[src/rtl/serial_to_parallel8.sv]
// serial_to_parallel8: assembles a serial bit stream into WIDTH-bit words held in a 1-entry valid/ready buffer.
//   clk, reset (sync, active-high); in_valid/in_bit serial input (no backpressure);
//   out_ready/out_valid/out_data word handshake; out_nonzero = OR of presented word;
//   busy = partial word in progress; overrun = one-cycle pulse when a completed word is dropped.
module serial_to_parallel8 #(
  parameter int WIDTH     = 8,
  parameter bit MSB_FIRST = 1
) (
  input  logic             clk,
  input  logic             reset,
  input  logic             in_valid,
  input  logic             in_bit,
  input  logic             out_ready,
  output logic             out_valid,
  output logic [WIDTH-1:0] out_data,
  output logic             out_nonzero,
  output logic             busy,
  output logic             overrun
);
  localparam int CW = $clog2(WIDTH);
  logic [CW-1:0] count, count_n;
  logic [WIDTH-1:0] asm_q, asm_n, shifted, data_n;
  logic full, full_n, nz, nz_n, ovr_n, done, hs, load;
  always_ff @(posedge clk) begin
    if (reset) begin
      count    <= '0;
      asm_q    <= '0;
      full     <= 1'b0;
      out_data <= '0;
      nz       <= 1'b0;
      overrun  <= 1'b0;
    end else begin
      count    <= count_n;
      asm_q    <= asm_n;
      full     <= full_n;
      out_data <= data_n;
      nz       <= nz_n;
      overrun  <= ovr_n;
    end
  end
  // A completed word is loaded when the buffer is empty or is being drained in the same cycle.
  always_comb begin
    shifted = MSB_FIRST ? {asm_q[WIDTH-2:0], in_bit} : {in_bit, asm_q[WIDTH-1:1]};
    done    = in_valid && count == CW'(WIDTH - 1);
    hs      = full && out_ready;
    load    = done && (!full || hs);
    count_n = !in_valid ? count : done ? '0 : count + 1'b1;
    asm_n   = !in_valid ? asm_q : done ? '0 : shifted;
    full_n  = load || (full && !hs);
    data_n  = load ? shifted : out_data;
    nz_n    = load ? |shifted : nz;
    ovr_n   = done && full && !hs;
  end
  assign out_valid   = full;
  assign out_nonzero = full && nz;
  assign busy        = count != '0;
endmodule

[config.mk]
export PLATFORM = sky130hd
export DESIGN_NAME = serial_to_parallel8
export DESIGN_NICKNAME = d
export VERILOG_FILES = /design/src/rtl/serial_to_parallel8.sv
export SDC_FILE = /design/constraint.sdc
export NUM_CORES = 1
export LEC_CHECK = 0
export ABC_AREA = 1
export CORE_UTILIZATION = 45
export CTS_BUF_LIST = sky130_fd_sc_hd__clkbuf_4 sky130_fd_sc_hd__clkbuf_8
export DETAILED_ROUTE_END_ITERATION = 10
export GPL_ROUTABILITY_DRIVEN = 0
export PLACE_DENSITY = 0.74
export SLEW_MARGIN = 20
export SYNTH_ARGS = -nofsm -noshare
export SYNTH_HDL_FRONTEND = slang
export SYNTH_SLANG_ARGS = --single-unit
export TNS_END_PERCENT = 20
[constraint.sdc]
create_clock -name clk -period 1.2 [get_ports clk]
set_input_delay 0.12 -clock clk [delete_from_list [all_inputs] [get_ports clk]]
set_output_delay 0.12 -clock clk [all_outputs]
set_load 0.005 [all_outputs]
; Yosys cells after proc, flatten, opt, wreduce, memory -nomap -nowiden
; Index checks and enable logic that the tools add are counted.
[word_totals]
register_bits = 21
in_bits = 5
out_inout_bits = 12
word_cells = 23
[op_classes]
n_addsub = 1
eq_ne = 1
n_mux = 2
n_reduce_logical = 13
[op_table]
columns = operator, n
row1 = OR reduction 8 bit, 1
row2 = logical AND 1 bit, 7
row3 = two-way mux 7 bit, 1
row4 = adder 3 x 1 -> 3 bit (second input constant), 1
row5 = == test 3 bit (second input constant), 1
row6 = two-way mux 3 bit, 1
row7 = nonzero test 3 bit, 1
row8 = logical NOT 1 bit, 2
row9 = logical OR 1 bit, 2

; Logic depth before layout (Yosys ltp)
; Gate-level depths: netlist (run 1).
[logic_depth]
ltp_word = 4
mapped_depth = 8
depth_no_buf = 8

; Least setup slack after synthesis (run 1)
; No wires, ideal clock.
[synth_timing]
path_type = register -> register
from = register count[0]
to = register out_data[0]
setup_ps = 116
arrival_time_ps = 1125
t_required_ps = 1084
path_slack_ps = -41
path_stages_with_launch = 9
n_path_buf = 0
period_less_slack_ps = 1241
path_cell_list = dfxtp_1 > ha_1 > ha_1 > nand2_1 > inv_2 > nand2_4 > clkinv_4 > nor2_1 > nor2_1
[synth_between]
elab_chain_cells = 3
[synth_rtl]
columns = element, line_no
row1 = from (decl), 21  ; logic [CW-1:0] count, count_n;
row2 = from (signal assigned), 33  ; count <= count_n;
row3 = == test 3 bit, 44  ; done = in_valid && count == CW'(WIDTH - 1);
row4 = logical AND 1 bit, 44
row5 = logical AND 1 bit, 46  ; load = done && (!full || hs);
row6 = to (signal assigned), 36  ; out_data <= data_n;
row7 = to (decl), 15  ; output logic [WIDTH-1:0] out_data,
; No other way between the ends.
; A chain may end at the register's enable or synchronous reset.

; Worst setup path in the final report (run 1)
[layout_timing]
from = register count[0]
to = register out_data[4]
; Same word-level chain as after synthesis.

==> flow_summary.json, run 1 <==
{
  "start_kind": "register",
  "ys_seq_elements": 21,
  "synthTopCellsByCount": "nor2_1 (22), dfxtp_1 (21), nand2_1 (16)",
  "core_um2": 1764,
  "max_slew_margin_pct": 72.73,
  "final_max_slew_viol_count": 0,
  "die_height_um": 45.71,
  "multi_input_area_um2": 478.0,
  "cap_viol_max_count": 0,
  "ctsHtreeMaxLevel": 1,
  "drtIter0Drc": 14,
  "num-nets-final": 143,
  "critPathCapture": "out_data[4]",
  "hold_violations": 0,
  "cpMaxStageDelayCell": "dfxtp_2",
  "cts_root_buffer": "clkbuf_4",
  "ys_seq_area_share_pct": 48.91,
  "finalSetupViolCount": 11,
  "grt_max_degree": 13,
  "rsz0062_at_grt": "yes",
  "worstPathArrival_ns": 1.51,
  "port_buffers": 16,
  "min_period_over_period_pct": 109.1,
  "r2r-start": "count[0]",
  "reg2reg_to": "out_data[4]",
  "crit_path_max_fanout": 6,
  "clk_latency_ns": 0.30,
  "drtPass1Iterations": 4,
  "regArea_um2": 434.2,
  "track_usage_pct": 19.29,
  "synth_cell_type_count": 19,
  "ir_worst_vdd_uv": 739.2,
  "numCtsBuffers": 3,
  "netlist_top_cells_area": "dfxtp_1 (49%), nor2_1 (9.6%), nand2_1 (7.0%), a21oi_1 (6.4%), o21ai_0 (5.2%)",
  "min_period_ns": 1.309,
  "cts_tree": "yes",
  "nFillCells": 157,
  "drc": 0,
  "num_vias": 779,
  "crit_start": "count[0]",
  "critPathRequiredTime_ns": 1.41,
  "worstMarginPinSlew_ns": 0.4086,
  "synth_edf_count": 0,
  "clockBufferDepth": 2,
  "hold_class": "reg -> reg",
  "syn_area_per_cell_um2": 7.886,
  "placed_area_um2": 1057,
  "io_pins": 17,
  "fin_skew_ns": 0.006219,
  "routed_wl_um": 1913,
  "cts_hold_buf": 0,
  "ys_warn_count": 0,
  "hpwl_um": 1211,
  "finish.instance_area_um2": 1240,
  "powerDensity_nw_per_um2": 942.5,
  "antenna_found_initial": 0,
  "syn-cell-area_um2": 859.6,
  "crit_top_cell": "ha_4",
  "syn-num-nets": 117,
  "grt_pass1_wl_um": 2801,
  "synthFlopType": "dfxtp_1",
  "grt_overflow_total": 0,
  "start_util_pct": 48.72,
  "synth_top_area_share_pct": 48.91,
  "synthArstFlopShare_pct": 0,
  "clkSinkCount": 21,
  "yosysMostFrequentCell": "nor2_1",
  "viasPerCell": 4.899,
  "critPathCaptureType": "register",
  "p_leak_nw": 0.5600,
  "grt_pass1_vias": 710,
  "timing.reg2reg.setup_slack_ns": -0.11,
  "fp-row-count": 15,
  "rr_worst_depth": 9,
  "fp.dieW_um": 45.71,
  "drive_gt1_share_pct": 38.81,
  "synth_cells": 109,
  "crit_type": "reg -> reg",
  "cpPeakStageDelay_ns": 0.34,
  "wl_per_cell_um": 12.03,
  "setup_ws_ns": -0.1095,
  "syn_to_final_growth_pct": 44.25,
  "die_area_um2": 2089,
  "yosys.area.top_type": "dfxtp_1",
  "cts.clk_slew.worst_paths_ns": 0.12,
  "max_freq_ghz": 0.7637,
  "path_cells": "buf_6 -> ha_4 -> ha_4 -> nand2_4 -> inv_6 -> nand2_8 -> inv_8 -> nor2_2 -> nor2_1",
  "run_status": "finished, violations left",
  "postRouteAntennaNets": 0,
  "whs_ns": 0.4749,
  "diodes": 0,
  "violations": "negative setup slack"
}
worst max-delay path, delay by kind of cell (launching register included):
family                   cells  cell delay, ns
buffers and inverters        3            0.23
flip-flops                   1            0.34
adder cells (fa/ha/maj)      2            0.32
AND/OR/NAND/NOR              4            0.33
cells by family after synthesis:
kind of cell	count (synthesis)	share of synthesized area (%)
and+or+nand+nor	48	23.14
AOI/OAI and AO/OA	22	13.68
DFF	21	48.91
buffers and inverters	15	9.898
adders and majority gates	3	4.367
worst min-delay path by stage:
stage,start,slack [ns],to,cells past startpoint
3_5_place_dp,count[1],0.48,count[1],2
5_1_grt,out_data[4],0.49,out_data[4],2
2_1_floorplan,in_valid,0.27,overrun,2
3_3_place_gp,out_data[7],0.46,out_data[7],2
6_report,out_data[7],0.47,out_data[7],2
4_1_cts,in_bit,0.48,asm_q[0],3
power breakdown:
part / leakage (nW) / switching [mW] / internal, mW
combinational: 0.367 / 0.0602 / 0.0516
sequential: 0.175 / 0.0107 / 0.709
clock: 0.0177 / 0.213 / 0.124
total: 0.560 / 0.284 / 0.884
per-stage QoR:
step                setup TNS (ns)  worst slack (ns)  cells  total power, mW  util, %
global placement           -0.2858          -0.04681    151           0.8245    59.93
CTS                         -1.173           -0.1216    159            1.167    65.46
finish                     -0.8102           -0.1095    159            1.169    70.28
global route                -1.741           -0.1530    159            1.223    70.28
floorplan                        0          0.003136    109           0.7926        -
detailed placement         -0.7684          -0.08367    151           0.8293    59.93
layer usage:
layer / track usage (%) / vias to the layer above / share of wire [%]
met5: 0 / - / 0
met4: 5.294 / 0 / 0.63
met3: 4.762 / 2 / 2.4
met2: 38.00 / 13 / 55
met1: 19.70 / 358 / 42
li1: - / 406 / -
cells in the final DEF, fill, tap and decap left out, types with 3 or more instances in the layout:
cell	n
inv_1	7
dfxtp_2	11
nor2_4	3
o21ai_1	4
clkdlybuf4s50_1	4
nand3_1	8
nor2_1	14
a21oi_2	3
nand2_1	14
dlygate4sd2_1	9
nor2_2	5
dfxtp_1	10
clkbuf_4	3
o21ai_2	5
buf_4	6
a21oi_1	9
final cells by class:
type / instances / share of cell area (%)
inverter: 11 / 4.844
clock inverter: 1 / 0.4036
timing repair buffer: 23 / 15.94
multi-input combinational: 74 / 38.55
timing repair inverter: 1 / 0.9082
clock buffer: 3 / 1.816
tap: 25 / 2.523
sequential: 21 / 35.02
state kept, by name (all words and copies together) (netlist names):
register	count
count	3
out_valid	1
out_data	8
nz	1
asm_q	7
overrun	1
repair_timing:
item | in CTS | in global routing
setup endpoints to repair | 31 | 22
endpoints found under the hold margin | 0 | 0
cloned | 2 | 0
pin swaps | 5 | 4
resized for setup | 32 | 36
buffers inserted | 2 | 0
No activity file was read; power rests on OpenSTA's default activity.
==> run 2, diff against run 1 <==
- PLACE_DENSITY: 0.74 -> 0.84
==> run 2 against run 1 <==
Compared with the run above: the run still ends with negative setup slack left; clock skew shrank 0.0023 ns; power shrank 0.95%; wire length shrank 0.16%; global-route usage shrank 0.99 points; sequential power is essentially flat; cell area grew 0.71%; count of clock-buffer cells in the layout is the same; clock power shrank 1%; maximum frequency shrank 0.50%; combinational power shrank 4%; critical endpoint is now nz.
==> flow_summary.json, run 2 (same netlist as run 1, synthesis figures left out) <==
{
  "whs_ns": 0.4703,
  "r2r-start": "count[0]",
  "nFillCells": 156,
  "clkSinkCount": 21,
  "grt.busiest_layer": "met2",
  "crit_type": "reg -> reg",
  "rsz0062_at_grt": "yes",
  "final_cell_mix": "nor2_1 (14), nand2_1 (13), dfxtp_2 (12)",
  "critPathRequiredTime_ns": 1.44,
  "hpwl_um": 1144,
  "grtUsageMet3_pct": 2.381,
  "num-nets-final": 145,
  "powerDensity_nw_per_um2": 927.0,
  "die_area_um2": 2089,
  "wl_per_cell_um": 11.86,
  "largest_reg_flops": 8,
  "path_cells": "buf_6 -> ha_4 -> ha_4 -> nand2_4 -> inv_4 -> nand2_8 -> nand2_2 -> nand2_2 -> a21oi_2",
  "cts_hold_buf": 0,
  "min_period_over_period_pct": 109.7,
  "critPathTopFamily": "flip-flops",
  "worstPathArrival_ns": 1.55,
  "final_max_slew_viol_count": 0,
  "hold_violations": 0,
  "cts_root_buffer": "clkbuf_4",
  "max_slew_margin_pct": 78.37,
  "violations": "negative setup slack",
  "fp.dieW_um": 45.71,
  "run_status": "finished, violations left",
  "reg2reg_to": "nz",
  "io_pins": 17,
  "die_height_um": 45.71,
  "cpPeakStageDelay_ns": 0.35,
  "finalSetupViolCount": 12,
  "cts_tree": "yes",
  "min_period_ns": 1.316,
  "ctsHtreeMaxLevel": 1,
  "largestRegisters": "out_data x8, asm_q x7, count x3",
  "path_buf_inv": 2,
  "grt_pass1_vias": 680,
  "max_freq_ghz": 0.7598,
  "grt_max_degree": 13,
  "routed_wl_um": 1910,
  "viasPerCell": 4.870,
  "swShare_pct": 23.78,
  "drive_gt1_share_pct": 37.50,
  "p_comb_share_pct": 9.2,
  "regMostFlops": "out_data",
  "drc": 0,
  "hold_class": "reg -> reg",
  "start_util_pct": 48.72,
  "cap_viol_max_count": 0,
  "grt_overflow_total": 0,
  "port_buffers": 16,
  "final_util_pct": 70.78,
  "ir_worst_vdd_uv": 731.5,
  "drtIter0Drc": 18,
  "cts.clk_slew.worst_paths_ns": 0.12,
  "p_int_mw": 0.8824,
  "hold_path.startpoint": "out_data[1]",
  "rr_worst_depth": 9,
  "post-layout-total-power_mw": 1.158,
  "worstMarginPinSlew_ns": 0.3241,
  "power.share.clock_pct": 28.7,
  "diodes": 0,
  "clockBufferDepth": 2,
  "num_vias": 784,
  "timing.reg2reg.setup_slack_ns": -0.12,
  "antenna_found_initial": 0,
  "final_common_cell": "nor2_1",
  "hold_depth": 2,
  "clk_latency_ns": 0.30,
  "track_usage_pct": 18.30,
  "setup_ws_ns": -0.1161,
  "syn_to_final_growth_pct": 45.27,
  "critPathCaptureType": "register",
  "grt_pass1_wl_um": 2787,
  "hold_path_end": "out_data[1]",
  "p_leak_nw": 0.5762,
  "worst-path-stages": 9,
  "fin_skew_ns": 0.003890,
  "grt_util_met2_pct": 32.00,
  "start_kind": "register",
  "power_frac_seq_pct": 62.1,
  "crit_path_max_fanout": 6,
  "core_um2": 1764,
  "postRouteAntennaNets": 0,
  "fp-row-count": 15,
  "numCtsBuffers": 3,
  "globalRouteMet1Util_pct": 22.66,
  "drtPass1Iterations": 4,
  "p_sw_mw": 0.2752,
  "cpMaxStageDelayCell": "dfxtp_2"
}
run 2: changes by cell type in the layout (fill, tap and decap cells not counted), sizes merged:
| cell | change |
|---|---|
| buf | +3 |
| clkbuf | -2 |
| clkdlybuf4s15 | +1 |
| dlygate4sd2 | -1 |
| dlymetal6s2s | +1 |
run 2: final cells by class:
cell class,count,area (um^2),area share [%]
Sequential cell,21,435.4,34.87
Timing Repair inverter,1,11.26,0.9018
Tap cell,25,31.28,2.505
Multi-Input combinational cell,74,464.2,37.17
Timing Repair Buffer,25,221.5,17.74
Clock buffer,3,22.52,1.804
Clock inverter,1,5.005,0.4008
Inverter,11,57.56,4.609
run 2: what timing repair did:
item	in CTS	in global routing
pin swaps	7	3
setup buffers	4	0
gates resized for setup	35	30
cloned	2	0
setup endpoints to repair	30	23
run 2: through the flow:
stage          instances  setup TNS (ns)  instance area (um^2)  worst slack (ns)
2_1_floorplan        109               0                 864.6          0.003136
3_3_place_gp         151         -0.2440                  1057          -0.04435
3_5_place_dp         151         -0.7684                  1057          -0.08586
4_1_cts              161          -1.071                  1174           -0.1263
5_1_grt              161          -1.706                  1249           -0.1561
6_report             161         -0.8747                  1249           -0.1161
run 2: worst max-delay path by stage:
stage	start	end	slack, ns
final	count[0]	nz	-0.12
after global routing	count[0]	out_data[1]	-0.16
after CTS	count[0]	out_data[6]	-0.13
after detailed placement	count[0]	busy	-0.09
after global placement	count[0]	busy	-0.04
after floorplan	count[0]	out_data[0]	0.003
run 2: tightest hold or removal path, cell delays in order, from the launching register on:
cell and delay, ns:
dfxtp_2 0.34, nor2_2 0.07, nor2_1 0.04
run 2: power by group through the flow:
| stage | combinational (mW) | clock (mW) | sequential (mW) |
|---|---|---|---|
| floorplan | 0.0628 | 0 | 0.730 |
| global placement | 0.0926 | 0 | 0.731 |
| detailed placement | 0.0959 | 0 | 0.732 |
| CTS | 0.102 | 0.339 | 0.718 |
| global route | 0.120 | 0.363 | 0.720 |
| finish | 0.107 | 0.332 | 0.719 |
run 2: layer usage:
layer / vias to the layer above / share of wire, %
met4: 0 / 2.9
met2: 20 / 52
met1: 350 / 42
li1: 406 / -
met5: - / 0
met3: 8 / 3.1
